==> config.mk <==
export PLATFORM = sky130hd
export DESIGN_NAME = l2_request_queue
export DESIGN_NICKNAME = d
export VERILOG_FILES = /design/src/rtl/l2_request_queue_pkg.sv /design/src/rtl/l2rq_core_fifo.sv /design/src/rtl/l2_request_queue.sv
export SDC_FILE = /design/constraint.sdc
export NUM_CORES = 1
export LEC_CHECK = 0
export CAP_MARGIN = 10
export CORE_AREA = 2 2 218 220
export DETAILED_ROUTE_END_ITERATION = 8
export DIE_AREA = 0 0 220 222
export GPL_TIMING_DRIVEN = 0
export PLACE_DENSITY = 0.89
export SETUP_SLACK_MARGIN = 0.2
export SYNTH_ARGS = -nofsm -noshare
export SYNTH_HDL_FRONTEND = slang
export SYNTH_SLANG_ARGS = --single-unit
==> constraint.sdc <==
create_clock -name clk -period 6.42 [get_ports clk]
set_input_delay 0.642 -clock clk [delete_from_list [all_inputs] [get_ports clk]]
set_output_delay 0.642 -clock clk [all_outputs]
set_load 0.1 [all_outputs]
==> src/rtl/l2_request_queue_pkg.sv <==
// Shared L2 request definitions: core count and the request payload carried from L1 to l2_cache.
`ifndef NUM_CORES
`define NUM_CORES 4
`endif

package l2_request_queue_pkg;

  localparam int unsigned L2RQ_NUM_CORES = `NUM_CORES;
  localparam int unsigned L2RQ_ADDR_W    = 32;
  localparam int unsigned L2RQ_TAG_W     = 6;

  typedef enum logic [1:0] {
    L2REQ_READ  = 2'd0,
    L2REQ_WRITE = 2'd1,
    L2REQ_EVICT = 2'd2,
    L2REQ_PREF  = 2'd3
  } l2req_op_e;

  typedef struct packed {
    logic [L2RQ_ADDR_W-1:0] addr;
    l2req_op_e              op;
    logic [L2RQ_TAG_W-1:0]  tag;
  } l2req_packet_t;

endpackage

==> src/rtl/l2rq_core_fifo.sv <==
// Single-core request FIFO: unreset storage, wrapping pointers, count, and flags registered from next count.
module l2rq_core_fifo
  import l2_request_queue_pkg::*;
#(
  parameter int unsigned DEPTH = 4
) (
  input  logic          clk,
  input  logic          reset,
  input  logic          i_push_valid,
  input  l2req_packet_t i_push_data,
  output logic          o_push_ready,
  output logic          o_pop_valid,
  output l2req_packet_t o_pop_data,
  input  logic          i_pop_ready,
  output logic          o_full
);

  localparam int unsigned PTR_W = $clog2(DEPTH);
  localparam int unsigned CNT_W = PTR_W + 1;

  l2req_packet_t    r_mem [DEPTH];
  logic [PTR_W-1:0] r_wr_ptr;
  logic [PTR_W-1:0] r_rd_ptr;
  logic [CNT_W-1:0] r_count;
  logic             r_ready;
  logic             r_valid;
  logic             r_full;

  logic             w_push;
  logic             w_pop;
  logic [CNT_W-1:0] w_count_nxt;

  // Handshakes use only registered flags, so l2_ready never reaches core_ready.
  always_comb begin
    w_push      = i_push_valid & r_ready;
    w_pop       = r_valid & i_pop_ready;
    w_count_nxt = r_count;
    if (w_push && !w_pop) begin
      w_count_nxt = r_count + CNT_W'(1);
    end else if (!w_push && w_pop) begin
      w_count_nxt = r_count - CNT_W'(1);
    end
  end

  // Flags are registered from the next count so they always match r_count.
  always_ff @(posedge clk or negedge reset) begin
    if (!reset) begin
      r_wr_ptr <= '0;
      r_rd_ptr <= '0;
      r_count  <= '0;
      r_ready  <= 1'b1;
      r_valid  <= 1'b0;
      r_full   <= 1'b0;
    end else begin
      r_count <= w_count_nxt;
      if (w_push) begin
        r_wr_ptr <= r_wr_ptr + PTR_W'(1);
      end
      if (w_pop) begin
        r_rd_ptr <= r_rd_ptr + PTR_W'(1);
      end
      r_ready <= (w_count_nxt < CNT_W'(DEPTH));
      r_valid <= (w_count_nxt != '0);
      r_full  <= (w_count_nxt == CNT_W'(DEPTH));
    end
  end

  always_ff @(posedge clk) begin
    if (w_push) begin
      r_mem[r_wr_ptr] <= i_push_data;
    end
  end

  assign o_push_ready = r_ready;
  assign o_pop_valid  = r_valid;
  assign o_pop_data   = r_mem[r_rd_ptr];
  assign o_full       = r_full;

endmodule

==> src/rtl/l2_request_queue.sv <==
// Per-core request queues between the L1-side interfaces and l2_cache; one independent FIFO per core.
module l2_request_queue
  import l2_request_queue_pkg::*;
#(
  parameter int unsigned DEPTH = 4
) (
  input  logic                                 clk,
  input  logic                                 reset,
  input  logic          [L2RQ_NUM_CORES-1:0]   core_request_valid,
  input  l2req_packet_t [L2RQ_NUM_CORES-1:0]   core_request,
  output logic          [L2RQ_NUM_CORES-1:0]   core_ready,
  output logic          [L2RQ_NUM_CORES-1:0]   l2i_request_valid,
  output l2req_packet_t [L2RQ_NUM_CORES-1:0]   l2i_request,
  input  logic          [L2RQ_NUM_CORES-1:0]   l2_ready,
  output logic          [L2RQ_NUM_CORES-1:0]   l2rq_perf_full
);

  for (genvar gi = 0; gi < int'(L2RQ_NUM_CORES); gi++) begin : g_core
    l2rq_core_fifo #(
      .DEPTH (DEPTH)
    ) u_fifo (
      .clk          (clk),
      .reset        (reset),
      .i_push_valid (core_request_valid[gi]),
      .i_push_data  (core_request[gi]),
      .o_push_ready (core_ready[gi]),
      .o_pop_valid  (l2i_request_valid[gi]),
      .o_pop_data   (l2i_request[gi]),
      .i_pop_ready  (l2_ready[gi]),
      .o_full       (l2rq_perf_full[gi])
    );
  end

endmodule

==> impl_table.tex, run 1 <==
\begin{tabular}{lr}
\hline
Metric & Value \\
\hline
\multicolumn{2}{l}{\textbf{GRT}} \\
\quad Met2 usage in global routing & 38.01\% \\
\quad Initial antenna violation count & 4 \\
\quad Met1 Use GR & 27.66\% \\
\quad First-pass GRT wire length & 81.14 mm \\
\quad Overall fraction of global-route tracks in use & 22.37\% \\
\quad Number of global-route vias before repair & 13400 \\
\quad M3 GR Usage & 5.460\% \\
\quad Routing layer with the top usage in global route & met2 \\
\quad Pin count of the biggest net entering global routing & 35 \\
\quad Global route total overflow & 0 \\
\multicolumn{2}{l}{\textbf{Setup path}} \\
\quad CP arrival & 3260 ps \\
\quad Critical path startpoint category & flop \\
\quad Data required time of the critical path & 5780 ps \\
\quad Cell with the largest stage delay on the worst path & sky130\_fd\_sc\_hd\_\_clkdlybuf4s50\_1 \\
\quad Setup CP Type & flop to primary output \\
\quad Maximum cell stage delay along the critical path & 1160 ps \\
\quad Worst-path fanout max & 10 \\
\quad CP most frequent cell & sky130\_fd\_sc\_hd\_\_clkbuf\_1 \\
\quad Cell breakdown of the critical path & clkbuf\_1, clkbuf\_1, mux4\_2, clkdlybuf4s50\_1 \\
\quad Crit path buffers/inverters & 3 \\
\quad Cell family contributing the most delay on the critical path & buffers and inverters \\
\quad Worst setup EP type & primary output \\
\quad Setup slack on the worst flop-to-flop path & 4620 ps \\
\multicolumn{2}{l}{\textbf{STA}} \\
\quad Max-slew headroom & 23.51\% \\
\quad Final Slew Violations & 0 \\
\quad Number of failing setup endpoints in the final timing report & 0 \\
\quad Setup TNS & 0 ps \\
\quad Setup repair after global routing missed its margin & false \\
\quad Final critical delay including setup and external delays & 3903 ps \\
\quad Maximum clock skew at final layout & 14.46 ps \\
\quad Least-Margin Pin Slew & 1144 ps \\
\quad Achievable clock frequency & 256.2 MHz \\
\quad Final count of hold timing violations & 0 \\
\quad Final clock period utilization by the worst path & 60.80\% \\
\multicolumn{2}{l}{\textbf{CTS}} \\
\quad Clock tree from TritonCTS & done \\
\quad Maximum clock path buffer count & 3 \\
\quad Buffers inserted during post-CTS setup optimization & 0 \\
\quad Number of resized instances in the post-cts repair step & 0 \\
\quad Clock buffer count from CTS & 69 \\
\quad Clock latency of the later-clocked register in the worst-skew pair & 600 ps \\
\quad Post-CTS clock slew at the launch and capture registers of the worst setup and hold paths & 60 ps \\
\quad Count of H-tree levels built during CTS & 3 \\
\quad Number of sinks on the clock net & 680 \\
\quad Library cell used as clock root buffer & sky130\_fd\_sc\_hd\_\_clkbuf\_16 \\
\multicolumn{2}{l}{\textbf{Placed design}} \\
\quad Hpwl dp & 34.01 mm \\
\quad Placer Congestion & 0.7480 \\
\quad Quantity of I/O buffers inserted on ports & 341 \\
\multicolumn{2}{l}{\textbf{Die}} \\
\quad Chip width & 220 um \\
\quad Height of the die & 222 um \\
\quad Core outline area & 46260 um2 \\
\quad Effective utilization at floorplan & 54.82\% \\
\quad Number of placement rows & 79 \\
\quad Total I/O pin count & 342 \\
\quad Die area & 48840 um2 \\
\multicolumn{2}{l}{\textbf{Routing}} \\
\quad Drt total wl & 53.48 mm \\
\quad Post-route ant nets & 0 \\
\quad DRT Pass-1 Iters & 5 \\
\quad DR WL/cell & 24.72 um \\
\quad Detail-routed via count per cell & 5.712 \\
\quad Iteration-0 DRC Markers & 890 \\
\quad Remaining routing DRC violations & 0 \\
\quad Vias after detailed routing & 12360 \\
\multicolumn{2}{l}{\textbf{Synthesis}} \\
\quad Synth top area cells & sky130\_fd\_sc\_hd\_\_edfxtp\_1 (76\%), sky130\_fd\_sc\_hd\_\_mux4\_2 (14\%), sky130\_fd\_sc\_hd\_\_dfrtp\_1 (3.6\%) \\
\quad Top cell type by total area after synthesis & sky130\_fd\_sc\_hd\_\_edfxtp\_1 \\
\quad Async set or reset register ratio after synthesis & 5.882\% \\
\quad Yosys warning total & 0 \\
\quad Count of flip-flops with a built-in enable after synthesis & 640 \\
\quad Register bit count reported by yosys & 680 \\
\quad Syn\_area\_per\_cell & 23.79 um2 \\
\quad Post-Syn Nets & 1260 \\
\quad Primary FF master, synth & sky130\_fd\_sc\_hd\_\_edfxtp\_1 \\
\quad Count of distinct cell types in the synthesized netlist & 39 \\
\quad Post-synth top area share & 75.78\% \\
\quad Number of instances in the synthesized netlist & 1066 \\
\quad Cell area after synthesis & 25360 um2 \\
\quad Part of the Yosys area used for sequential elements & 79.75\% \\
\multicolumn{2}{l}{\textbf{Finish}} \\
\quad Area Overhead vs Synth & 26.57\% \\
\quad Fraction of layout instances using a drive strength above 1 & 22.23\% \\
\quad Leading cell type in the layout, fill and taps excluded & sky130\_fd\_sc\_hd\_\_edfxtp\_1 \\
\quad Total Nets Final & 1690 \\
\quad Top library cells by usage in the layout, fill and taps aside & sky130\_fd\_sc\_hd\_\_edfxtp\_1 (640), sky130\_fd\_sc\_hd\_\_clkdlybuf4s50\_1 (340), sky130\_fd\_sc\_hd\_\_mux4\_2 (160) \\
\multicolumn{2}{l}{\textbf{Status}} \\
\quad Result of the run & finished, final reports clean \\
\multicolumn{2}{l}{\textbf{Worst hold path}} \\
\quad Hold crit path type & flop to flop \\
\multicolumn{2}{l}{\textbf{Run}} \\
\quad Reported max-cap violation count & 0 \\
\hline
\end{tabular}
## final cells by class
type	count	area, um2
multi-input combinational	309	4746
clock inverter	40	371.6
antenna	4	10.01
timing repair buffer	359	3774
buffer	55	326.6
clock buffer	87	1804
sequential	680	20220
inverter	22	82.58
fill	2726	14160
tap	607	759.5
## cell families after synthesis
| group | share of synthesized area, % |
|---|---|
| AOI/OAI and AO/OA | 0.7203 |
| muxes | 14.38 |
| adders and majority gates | 1.184 |
| xor gates and xnor gates | 0.9670 |
| and+or+nand+nor | 1.382 |
| DFF | 79.75 |
| buffers and inverters | 1.613 |
## timing repair
action | in CTS | in global routing
hold endpoints to repair | 10 | 0
endpoints found under the setup margin | 0 | 0
hold buffers | 1 | 0
## final timing paths
| check | startpoint | to | cells past startpoint |
|---|---|---|---|
| worst min-delay path | g_core[2].u_fifo.r_wr_ptr[0] | g_core[2].u_fifo.r_wr_ptr[0] | 1 |
| min in group asynchronous | reset | g_core[2].u_fifo.r_count[1] | 2 |
| worst max-delay path | g_core[1].u_fifo.r_rd_ptr[1] | l2i_request[64] | 4 |
| max in group asynchronous | reset | g_core[1].u_fifo.o_push_ready | 3 |
| worst max register to register | g_core[3].u_fifo.r_wr_ptr[0] | g_core[3].u_fifo.r_mem[2][9] | 4 |
| worst min register to register | g_core[2].u_fifo.r_wr_ptr[0] | g_core[2].u_fifo.r_wr_ptr[0] | 1 |
## worst reg2reg max path, cell delays in order (launching register included)
cell	delay, ps
sky130_fd_sc_hd__dfrtp_1	400
sky130_fd_sc_hd__inv_1	120
sky130_fd_sc_hd__ha_1	150
sky130_fd_sc_hd__and3_2	590
sky130_fd_sc_hd__buf_16	250
## state kept, by name, summed over array words and instances, names as in the netlist
signal,count
g_core.u_fifo.r_mem,640
g_core.u_fifo.r_rd_ptr,8
g_core.u_fifo.o_full,4
g_core.u_fifo.o_push_ready,4
g_core.u_fifo.o_pop_valid,4
g_core.u_fifo.r_wr_ptr,8
g_core.u_fifo.r_count,12
## cells in the mapped netlist (2+ instances only)
cell                       instances
sky130_fd_sc_hd__a21boi_1          3
sky130_fd_sc_hd__a21oi_1           5
sky130_fd_sc_hd__a221oi_1          2
sky130_fd_sc_hd__and2_1            4
sky130_fd_sc_hd__and3_1           16
sky130_fd_sc_hd__buf_1             3
sky130_fd_sc_hd__buf_2            18
sky130_fd_sc_hd__buf_4            24
sky130_fd_sc_hd__clkbuf_1          9
sky130_fd_sc_hd__dfrtp_1          36
sky130_fd_sc_hd__dfstp_2           4
sky130_fd_sc_hd__edfxtp_1        640
sky130_fd_sc_hd__ha_1             24
sky130_fd_sc_hd__inv_1            19
sky130_fd_sc_hd__inv_2             3
sky130_fd_sc_hd__mux2i_1           3
sky130_fd_sc_hd__mux4_2          160
sky130_fd_sc_hd__nand2_1          15
sky130_fd_sc_hd__nand2b_1          3
sky130_fd_sc_hd__nand3_1           9
sky130_fd_sc_hd__nor2_1           10
sky130_fd_sc_hd__nor4b_1           3
sky130_fd_sc_hd__o211ai_1          4
sky130_fd_sc_hd__o21ai_0           3
sky130_fd_sc_hd__o21ai_1           5
sky130_fd_sc_hd__o31ai_1           2
sky130_fd_sc_hd__xnor2_1          24
sky130_fd_sc_hd__xor2_1            4
## stage by stage
stage	instance area (um2)	setup slack [ps]	util, %	std cells	hold slack, ps
6_report	32100	2517	69.39	2163	542.9
5_1_grt	32100	2357	69.39	2163	587.7
4_1_cts	32090	2459	69.37	2159	549.4
3_5_place_dp	29900	3175	64.64	2031	537.4
3_3_place_gp	29530	3039	63.84	2014	514.3
2_1_floorplan	25360	4213	-	1066	346.4
## metal layers
metal  vias up  wire [um]  part of all wire [%]
met5         -          0                     0
met4         0       1446                   2.7
met3        91       3655                   6.8
met2       476      28400                    53
met1      6492      19980                    37
li1       5296          -                     -
Power of run 1 is left out: the tool's default activity adds up to more than one toggle a clock period on the data nets, which glitch-free logic cannot reach.
==> run 2, diff against run 1 <==
Settings changed: CORE_AREA 2 2 218 220 to 2 2 231 233, DIE_AREA 0 0 220 222 to 0 0 233 235, PLACE_DENSITY 0.89 to 0.85.
Clock period 6.42 ns to 3.3 ns, I/O delays scaled along.
==> run 2 against run 1 <==
Global-route usage shrank 3.2 points. Cell count rose by 3.7%. Count of clock-buffer cells in the layout increased by 5.
==> impl_table.tex, run 2 (synthesis gave the netlist of run 1 again) <==
\begin{tabular}{lr}
\hline
Metric & Value \\
\hline
\multicolumn{2}{l}{\textbf{Status}} \\
\quad Result of the run & finished, final reports clean (unchanged) \\
\multicolumn{2}{l}{\textbf{CTS}} \\
\quad Library cell used as clock root buffer & sky130\_fd\_sc\_hd\_\_clkbuf\_16 (unchanged) \\
\quad Post-CTS clock slew at the launch and capture registers of the worst setup and hold paths & 60 ps (about the same) \\
\quad Clock tree from TritonCTS & done (unchanged) \\
\quad Clock latency of the later-clocked register in the worst-skew pair & 590 ps (was 600 ps) \\
\quad Maximum clock path buffer count & 3 (unchanged) \\
\quad Number of sinks on the clock net & 680 (unchanged) \\
\quad Clock buffer count from CTS & 70 (was 69) \\
\quad Count of H-tree levels built during CTS & 3 (unchanged) \\
\multicolumn{2}{l}{\textbf{STA}} \\
\quad Setup repair after global routing missed its margin & false (unchanged) \\
\quad Number of failing setup endpoints in the final timing report & 0 (unchanged) \\
\quad Worst hold margin & 186.3 ps (was 542.9 ps) \\
\quad Max-slew headroom & 28.63\% (was 23.51\%) \\
\quad Maximum clock skew at final layout & 20.49 ps (was 14.46 ps) \\
\quad Achievable clock frequency & 336.5 MHz \\
\quad Final Slew Violations & 0 (unchanged) \\
\quad Final clock period utilization by the worst path & 90.06\% \\
\quad Setup TNS & 0 ps (unchanged) \\
\quad Final critical delay including setup and external delays & 2972 ps \\
\quad Final count of hold timing violations & 0 (unchanged) \\
\quad Least-Margin Pin Slew & 1075 ps (was 1144 ps) \\
\multicolumn{2}{l}{\textbf{Routing}} \\
\quad Remaining routing DRC violations & 0 (unchanged) \\
\quad Drt total wl & 51.88 mm (was 53.48 mm) \\
\quad Iteration-0 DRC Markers & 844 (was 890) \\
\quad Post-route ant nets & 0 (unchanged) \\
\quad Vias after detailed routing & 12170 (was 12360) \\
\quad Detail-routed via count per cell & 5.427 (was 5.712) \\
\quad DRT Pass-1 Iters & 5 (unchanged) \\
\quad DR WL/cell & 23.14 um (was 24.72 um) \\
\multicolumn{2}{l}{\textbf{Setup path}} \\
\quad Data required time of the critical path & 2970 ps (was 5780 ps) \\
\quad Worst-path fanout max & 6 (was 10) \\
\quad Worst setup EP type & primary output (unchanged) \\
\quad CP arrival & 2640 ps (was 3260 ps) \\
\quad Critical path startpoint category & flop (unchanged) \\
\quad Setup CP Type & flop to primary output (unchanged) \\
\multicolumn{2}{l}{\textbf{Finish}} \\
\quad Leading cell type in the layout, fill and taps excluded & sky130\_fd\_sc\_hd\_\_edfxtp\_1 (unchanged) \\
\quad Layout filler cell count & 3457 (was 2726) \\
\quad Post-Layout Inst Area & 32200 um2 (was 32100 um2) \\
\quad Largest regs & g\_core.u\_fifo.r\_mem: 640 flops, g\_core.u\_fifo.r\_count: 12 flops (unchanged) \\
\quad Max reg flops & 640 (unchanged) \\
\quad Top register by number of flip-flops & g\_core.u\_fifo.r\_mem (unchanged) \\
\quad Sequential cell area in the final layout & 20220 um2 (unchanged) \\
\quad Total Nets Final & 1691 (was 1690) \\
\quad Area Overhead vs Synth & 26.96\% (was 26.57\%) \\
\quad Top library cells by usage in the layout, fill and taps aside & sky130\_fd\_sc\_hd\_\_edfxtp\_1 (640), sky130\_fd\_sc\_hd\_\_clkdlybuf4s50\_1 (184), sky130\_fd\_sc\_hd\_\_mux4\_2 (160) (was sky130\_fd\_sc\_hd\_\_edfxtp\_1 (640), sky130\_fd\_sc\_hd\_\_clkdlybuf4s50\_1 (340), sky130\_fd\_sc\_hd\_\_mux4\_2 (160)) \\
\quad Area used by multi-input combinational logic & 4746 um2 (unchanged) \\
\quad Fraction of layout instances using a drive strength above 1 & 28.00\% (was 22.23\%) \\
\multicolumn{2}{l}{\textbf{GRT}} \\
\quad First-pass GRT wire length & 79.07 mm (was 81.14 mm) \\
\quad Overall fraction of global-route tracks in use & 19.14\% (was 22.37\%) \\
\quad Initial antenna violation count & 4 (unchanged) \\
\quad Global route total overflow & 0 (unchanged) \\
\quad Number of global-route vias before repair & 13250 (was 13400) \\
\quad Pin count of the biggest net entering global routing & 36 (was 35) \\
\multicolumn{2}{l}{\textbf{Die}} \\
\quad Total I/O pin count & 342 (unchanged) \\
\quad Core outline area & 52240 um2 (was 46260 um2) \\
\quad Chip width & 233 um (was 220 um) \\
\quad Number of placement rows & 84 (was 79) \\
\quad Height of the die & 235 um (was 222 um) \\
\quad Effective utilization at floorplan & 48.55\% (was 54.82\%) \\
\quad Die area & 54760 um2 (was 48840 um2) \\
\multicolumn{2}{l}{\textbf{Worst hold path}} \\
\quad Hold crit path type & input port to async pin (was flop to flop) \\
\multicolumn{2}{l}{\textbf{Run}} \\
\quad Reported max-cap violation count & 0 (unchanged) \\
\multicolumn{2}{l}{\textbf{Placed design}} \\
\quad Placed standard-cell area & 29990 um2 (was 29900 um2) \\
\quad Hpwl dp & 33.26 mm (was 34.01 mm) \\
\quad Quantity of I/O buffers inserted on ports & 341 (unchanged) \\
\quad Placer Congestion & 0.7296 (was 0.7480) \\
\hline
\end{tabular}
run 2: critical path, cell delays in order (launching register included):
cell and delay [ps]:
sky130_fd_sc_hd__dfrtp_1 310, sky130_fd_sc_hd__buf_2 210, sky130_fd_sc_hd__mux4_2 510, sky130_fd_sc_hd__clkdlybuf4s50_1 1020
run 2: cell type report:
class | instances | share of cell area (%)
clock inverters | 33 | 0.8705
multi-input cells | 309 | 14.74
well taps | 688 | 2.674
repair buffers | 359 | 11.61
clock buffers | 92 | 5.985
inverters | 22 | 0.2565
flip-flops and latches | 680 | 62.81
diodes | 4 | 0.03109
plain buffers | 55 | 1.022
run 2: timing repair:
item | CTS | global route
gates resized for setup | 316 | 18
endpoints found under the hold margin | 36 | 0
setup buffers | 0 | 0
setup endpoints to repair | 156 | 10
gates cloned | 0 | 0
hold buffers | 1 | 0
run 2: per-layer routing:
metal	vias to the layer above	part of all wire, %	track usage (%)
li1	5287	-	-
met1	6399	37	23.22
met2	405	53	33.22
met3	77	7.2	5.085
met4	0	2.2	6.389
met5	-	0	0
run 2: final timing paths:
| kind | start | to | slack, ps | depth (start not counted) |
|---|---|---|---|---|
| hold reg to reg | g_core[1].u_fifo.r_wr_ptr[0] | g_core[1].u_fifo.r_wr_ptr[0] | 530 | 1 |
| setup reg to reg | g_core[0].u_fifo.r_count[0] | g_core[0].u_fifo.o_pop_valid | 1510 | 5 |
| hold / removal | reset | g_core[2].u_fifo.r_rd_ptr[0] | 190 | 2 |
| max in group asynchronous | reset | g_core[1].u_fifo.o_push_ready | 2580 | 3 |
| min in group clk | core_request[60] | g_core[1].u_fifo.r_mem[0][20] | 360 | 1 |
| setup / recovery | g_core[0].u_fifo.r_rd_ptr[0] | l2i_request[39] | 330 | 3 |
run 2: through the flow:
step | utilization (%) | worst slack [ps] | std cells
finish | 61.64 | 328.1 | 2242
floorplan | - | 1259 | 1066
CTS | 61.67 | 213.6 | 2238
global placement | 56.73 | 216.8 | 2095
global route | 61.64 | 214.2 | 2242
detailed placement | 57.41 | 328.8 | 2112
Power of run 2 is left out for the same reason.
==> run 3, diff against run 2 <==
Settings changed: SLEW_MARGIN set to 15.
==> run 3 against run 2 <==
Clock skew is 3.6 ps higher. Register-to-register slack got worse by 90 ps. Worst hold slack improved by 70 ps. Design area decreased by 0.17%. Count of clock-buffer cells in the layout shrank 3. Worst setup slack got worse by 9.3 ps. Via count about the same. Largest cell class unchanged.
==> impl_table.tex, run 3 (synthesis gave the netlist of run 1 again) <==
\begin{tabular}{lr}
\hline
Metric & Value \\
\hline
\multicolumn{2}{l}{\textbf{Status}} \\
\quad Result of the run & finished, final reports clean (unchanged) \\
\multicolumn{2}{l}{\textbf{CTS}} \\
\quad Number of sinks on the clock net & 680 (unchanged) \\
\quad Library cell used as clock root buffer & sky130\_fd\_sc\_hd\_\_clkbuf\_16 (unchanged) \\
\quad Clock latency of the later-clocked register in the worst-skew pair & 600 ps (was 590 ps) \\
\quad Post-CTS clock slew at the launch and capture registers of the worst setup and hold paths & 60 ps (about the same) \\
\quad Count of H-tree levels built during CTS & 3 (unchanged) \\
\quad Maximum clock path buffer count & 3 (unchanged) \\
\quad Clock tree from TritonCTS & done (unchanged) \\
\quad Clock buffer count from CTS & 68 (was 70) \\
\multicolumn{2}{l}{\textbf{Setup path}} \\
\quad Setup slack on the worst flop-to-flop path & 1420 ps (was 1510 ps) \\
\quad Setup CP Type & flop to primary output (unchanged) \\
\quad Reg2Reg Launch Point & g\_core[1].u\_fifo.r\_wr\_ptr[0] (was g\_core[0].u\_fifo.r\_count[0]) \\
\quad Endpoint of the worst-slack reg-to-reg timing path & g\_core[1].u\_fifo.r\_mem[0][39] (was g\_core[0].u\_fifo.o\_pop\_valid) \\
\quad Data required time of the critical path & 2970 ps (about the same) \\
\quad R2r worst-path depth & 4 (was 5) \\
\quad Worst setup EP type & primary output (unchanged) \\
\quad CP arrival & 2650 ps (was 2640 ps) \\
\quad Worst-path fanout max & 10 (was 6) \\
\quad Critical path startpoint category & flop (unchanged) \\
\multicolumn{2}{l}{\textbf{Finish}} \\
\quad Fraction of layout instances using a drive strength above 1 & 28.21\% (was 28.00\%) \\
\quad Top register by number of flip-flops & g\_core.u\_fifo.r\_mem (unchanged) \\
\quad Largest regs & g\_core.u\_fifo.r\_mem: 640 flops, g\_core.u\_fifo.r\_count: 12 flops (unchanged) \\
\quad Count of antenna diodes in the layout & 0 (was 4) \\
\quad Layout filler cell count & 3511 (was 3457) \\
\quad Area Overhead vs Synth & 26.74\% (was 26.96\%) \\
\quad Post-Layout Inst Area & 32140 um2 (was 32200 um2) \\
\quad Leading cell type in the layout, fill and taps excluded & sky130\_fd\_sc\_hd\_\_edfxtp\_1 (unchanged) \\
\quad Top library cells by usage in the layout, fill and taps aside & sky130\_fd\_sc\_hd\_\_edfxtp\_1 (640), sky130\_fd\_sc\_hd\_\_clkdlybuf4s50\_1 (184), sky130\_fd\_sc\_hd\_\_mux4\_2 (160) (unchanged) \\
\quad Total Nets Final & 1689 (was 1691) \\
\quad Max reg flops & 640 (unchanged) \\
\multicolumn{2}{l}{\textbf{Die}} \\
\quad Height of the die & 235 um (unchanged) \\
\quad Total I/O pin count & 342 (unchanged) \\
\quad Core outline area & 52240 um2 (unchanged) \\
\quad Die area & 54760 um2 (unchanged) \\
\quad Chip width & 233 um (unchanged) \\
\quad Number of placement rows & 84 (unchanged) \\
\quad Effective utilization at floorplan & 48.55\% (unchanged) \\
\multicolumn{2}{l}{\textbf{STA}} \\
\quad Least-Margin Pin Slew & 1071 ps (was 1075 ps) \\
\quad Setup TNS & 0 ps (unchanged) \\
\quad Worst hold margin & 256.4 ps (was 186.3 ps) \\
\quad Final clock period utilization by the worst path & 90.34\% (was 90.06\%) \\
\quad Post-route setup slack & 318.8 ps (was 328.1 ps) \\
\quad Final Slew Violations & 0 (unchanged) \\
\quad Achievable clock frequency & 335.4 MHz (was 336.5 MHz) \\
\quad Max-slew headroom & 28.40\% (was 28.63\%) \\
\quad Final count of hold timing violations & 0 (unchanged) \\
\quad Maximum clock skew at final layout & 24.05 ps (was 20.49 ps) \\
\quad Setup repair after global routing missed its margin & false (unchanged) \\
\quad Number of failing setup endpoints in the final timing report & 0 (unchanged) \\
\quad Final critical delay including setup and external delays & 2981 ps (was 2972 ps) \\
\multicolumn{2}{l}{\textbf{GRT}} \\
\quad First-pass GRT wire length & 79.19 mm (was 79.07 mm) \\
\quad Number of global-route vias before repair & 13130 (was 13250) \\
\quad Pin count of the biggest net entering global routing & 30 (was 36) \\
\quad Global route total overflow & 0 (unchanged) \\
\quad Initial antenna violation count & 1 (was 4) \\
\quad Overall fraction of global-route tracks in use & 19.20\% (was 19.14\%) \\
\multicolumn{2}{l}{\textbf{Routing}} \\
\quad Drt total wl & 51.51 mm (was 51.88 mm) \\
\quad Detail-routed via count per cell & 5.438 (was 5.427) \\
\quad Iteration-0 DRC Markers & 868 (was 844) \\
\quad DRT Pass-1 Iters & 5 (unchanged) \\
\quad Post-route ant nets & 0 (unchanged) \\
\quad Remaining routing DRC violations & 0 (unchanged) \\
\quad Vias after detailed routing & 12170 (about the same) \\
\quad DR WL/cell & 23.03 um (was 23.14 um) \\
\multicolumn{2}{l}{\textbf{Placed design}} \\
\quad Placed standard-cell area & 30000 um2 (was 29990 um2) \\
\quad Hpwl dp & 33.46 mm (was 33.26 mm) \\
\quad Setup WS pre-CTS & 346.6 ps (was 328.8 ps) \\
\quad Quantity of I/O buffers inserted on ports & 341 (unchanged) \\
\quad Placer Congestion & 0.7296 (unchanged) \\
\multicolumn{2}{l}{\textbf{Worst hold path}} \\
\quad Hold crit path type & input port to async pin (unchanged) \\
\multicolumn{2}{l}{\textbf{Run}} \\
\quad Reported max-cap violation count & 0 (unchanged) \\
\hline
\end{tabular}
==> run 3: worst max-delay path by stage <==
stage	from	end	slack (ps)	depth (start not counted)
finish	g_core[3].u_fifo.r_rd_ptr[1]	l2i_request[124]	320	4
global route	g_core[0].u_fifo.r_rd_ptr[1]	l2i_request[6]	220	4
CTS	g_core[3].u_fifo.r_rd_ptr[1]	l2i_request[129]	210	4
global placement	core_request_valid[1]	g_core[1].u_fifo.r_mem[2][36]	220	2
floorplan	g_core[0].u_fifo.r_wr_ptr[0]	g_core[0].u_fifo.r_mem[2][0]	1260	3
detailed placement	g_core[0].u_fifo.r_rd_ptr[1]	l2i_request[19]	350	4
==> run 3: layer usage <==
metal  share of wire [%]  up-vias  GRT usage [%]
li1                    -     5303              -
met1                  37     6384          23.43
met2                  54      400          33.43
met3                 7.0       76          4.854
met4                 2.3        2          6.234
met5               0.021        -              0
==> run 3: area by class of cell <==
class | instances | area (um2) | share of cell area, %
sequential | 680 | 20220 | 62.92
multi-input combinational | 309 | 4746 | 14.77
timing repair buffer | 359 | 3745 | 11.65
clock buffer | 89 | 1853 | 5.765
tap | 688 | 860.8 | 2.678
buffer | 55 | 327.8 | 1.020
clock inverter | 35 | 301.5 | 0.9382
inverter | 22 | 82.58 | 0.2569
==> run 3: timing repair <==
item                                    4_1_cts  5_1_grt
cloned                                        0        0
endpoints found under the hold margin        15        0
hold buffers                                  1        0
endpoints found under the setup margin      156       13
buffers inserted                              0        0
resized for setup                           316       20
==> run 3: critical path, stage by stage (launching register included) <==
cell	delay [ps]
sky130_fd_sc_hd__dfrtp_1	320
sky130_fd_sc_hd__clkbuf_1	230
sky130_fd_sc_hd__buf_2	350
sky130_fd_sc_hd__mux4_2	280
sky130_fd_sc_hd__dlygate4sd2_1	870
==> run 3: through the flow <==
stage | instances | util (%)
4_1_cts | 2237 | 61.59
3_3_place_gp | 2095 | 56.73
2_1_floorplan | 1066 | -
5_1_grt | 2237 | 61.53
3_5_place_dp | 2112 | 57.44
6_report | 2237 | 61.53
Power of run 3 is left out for the same reason.
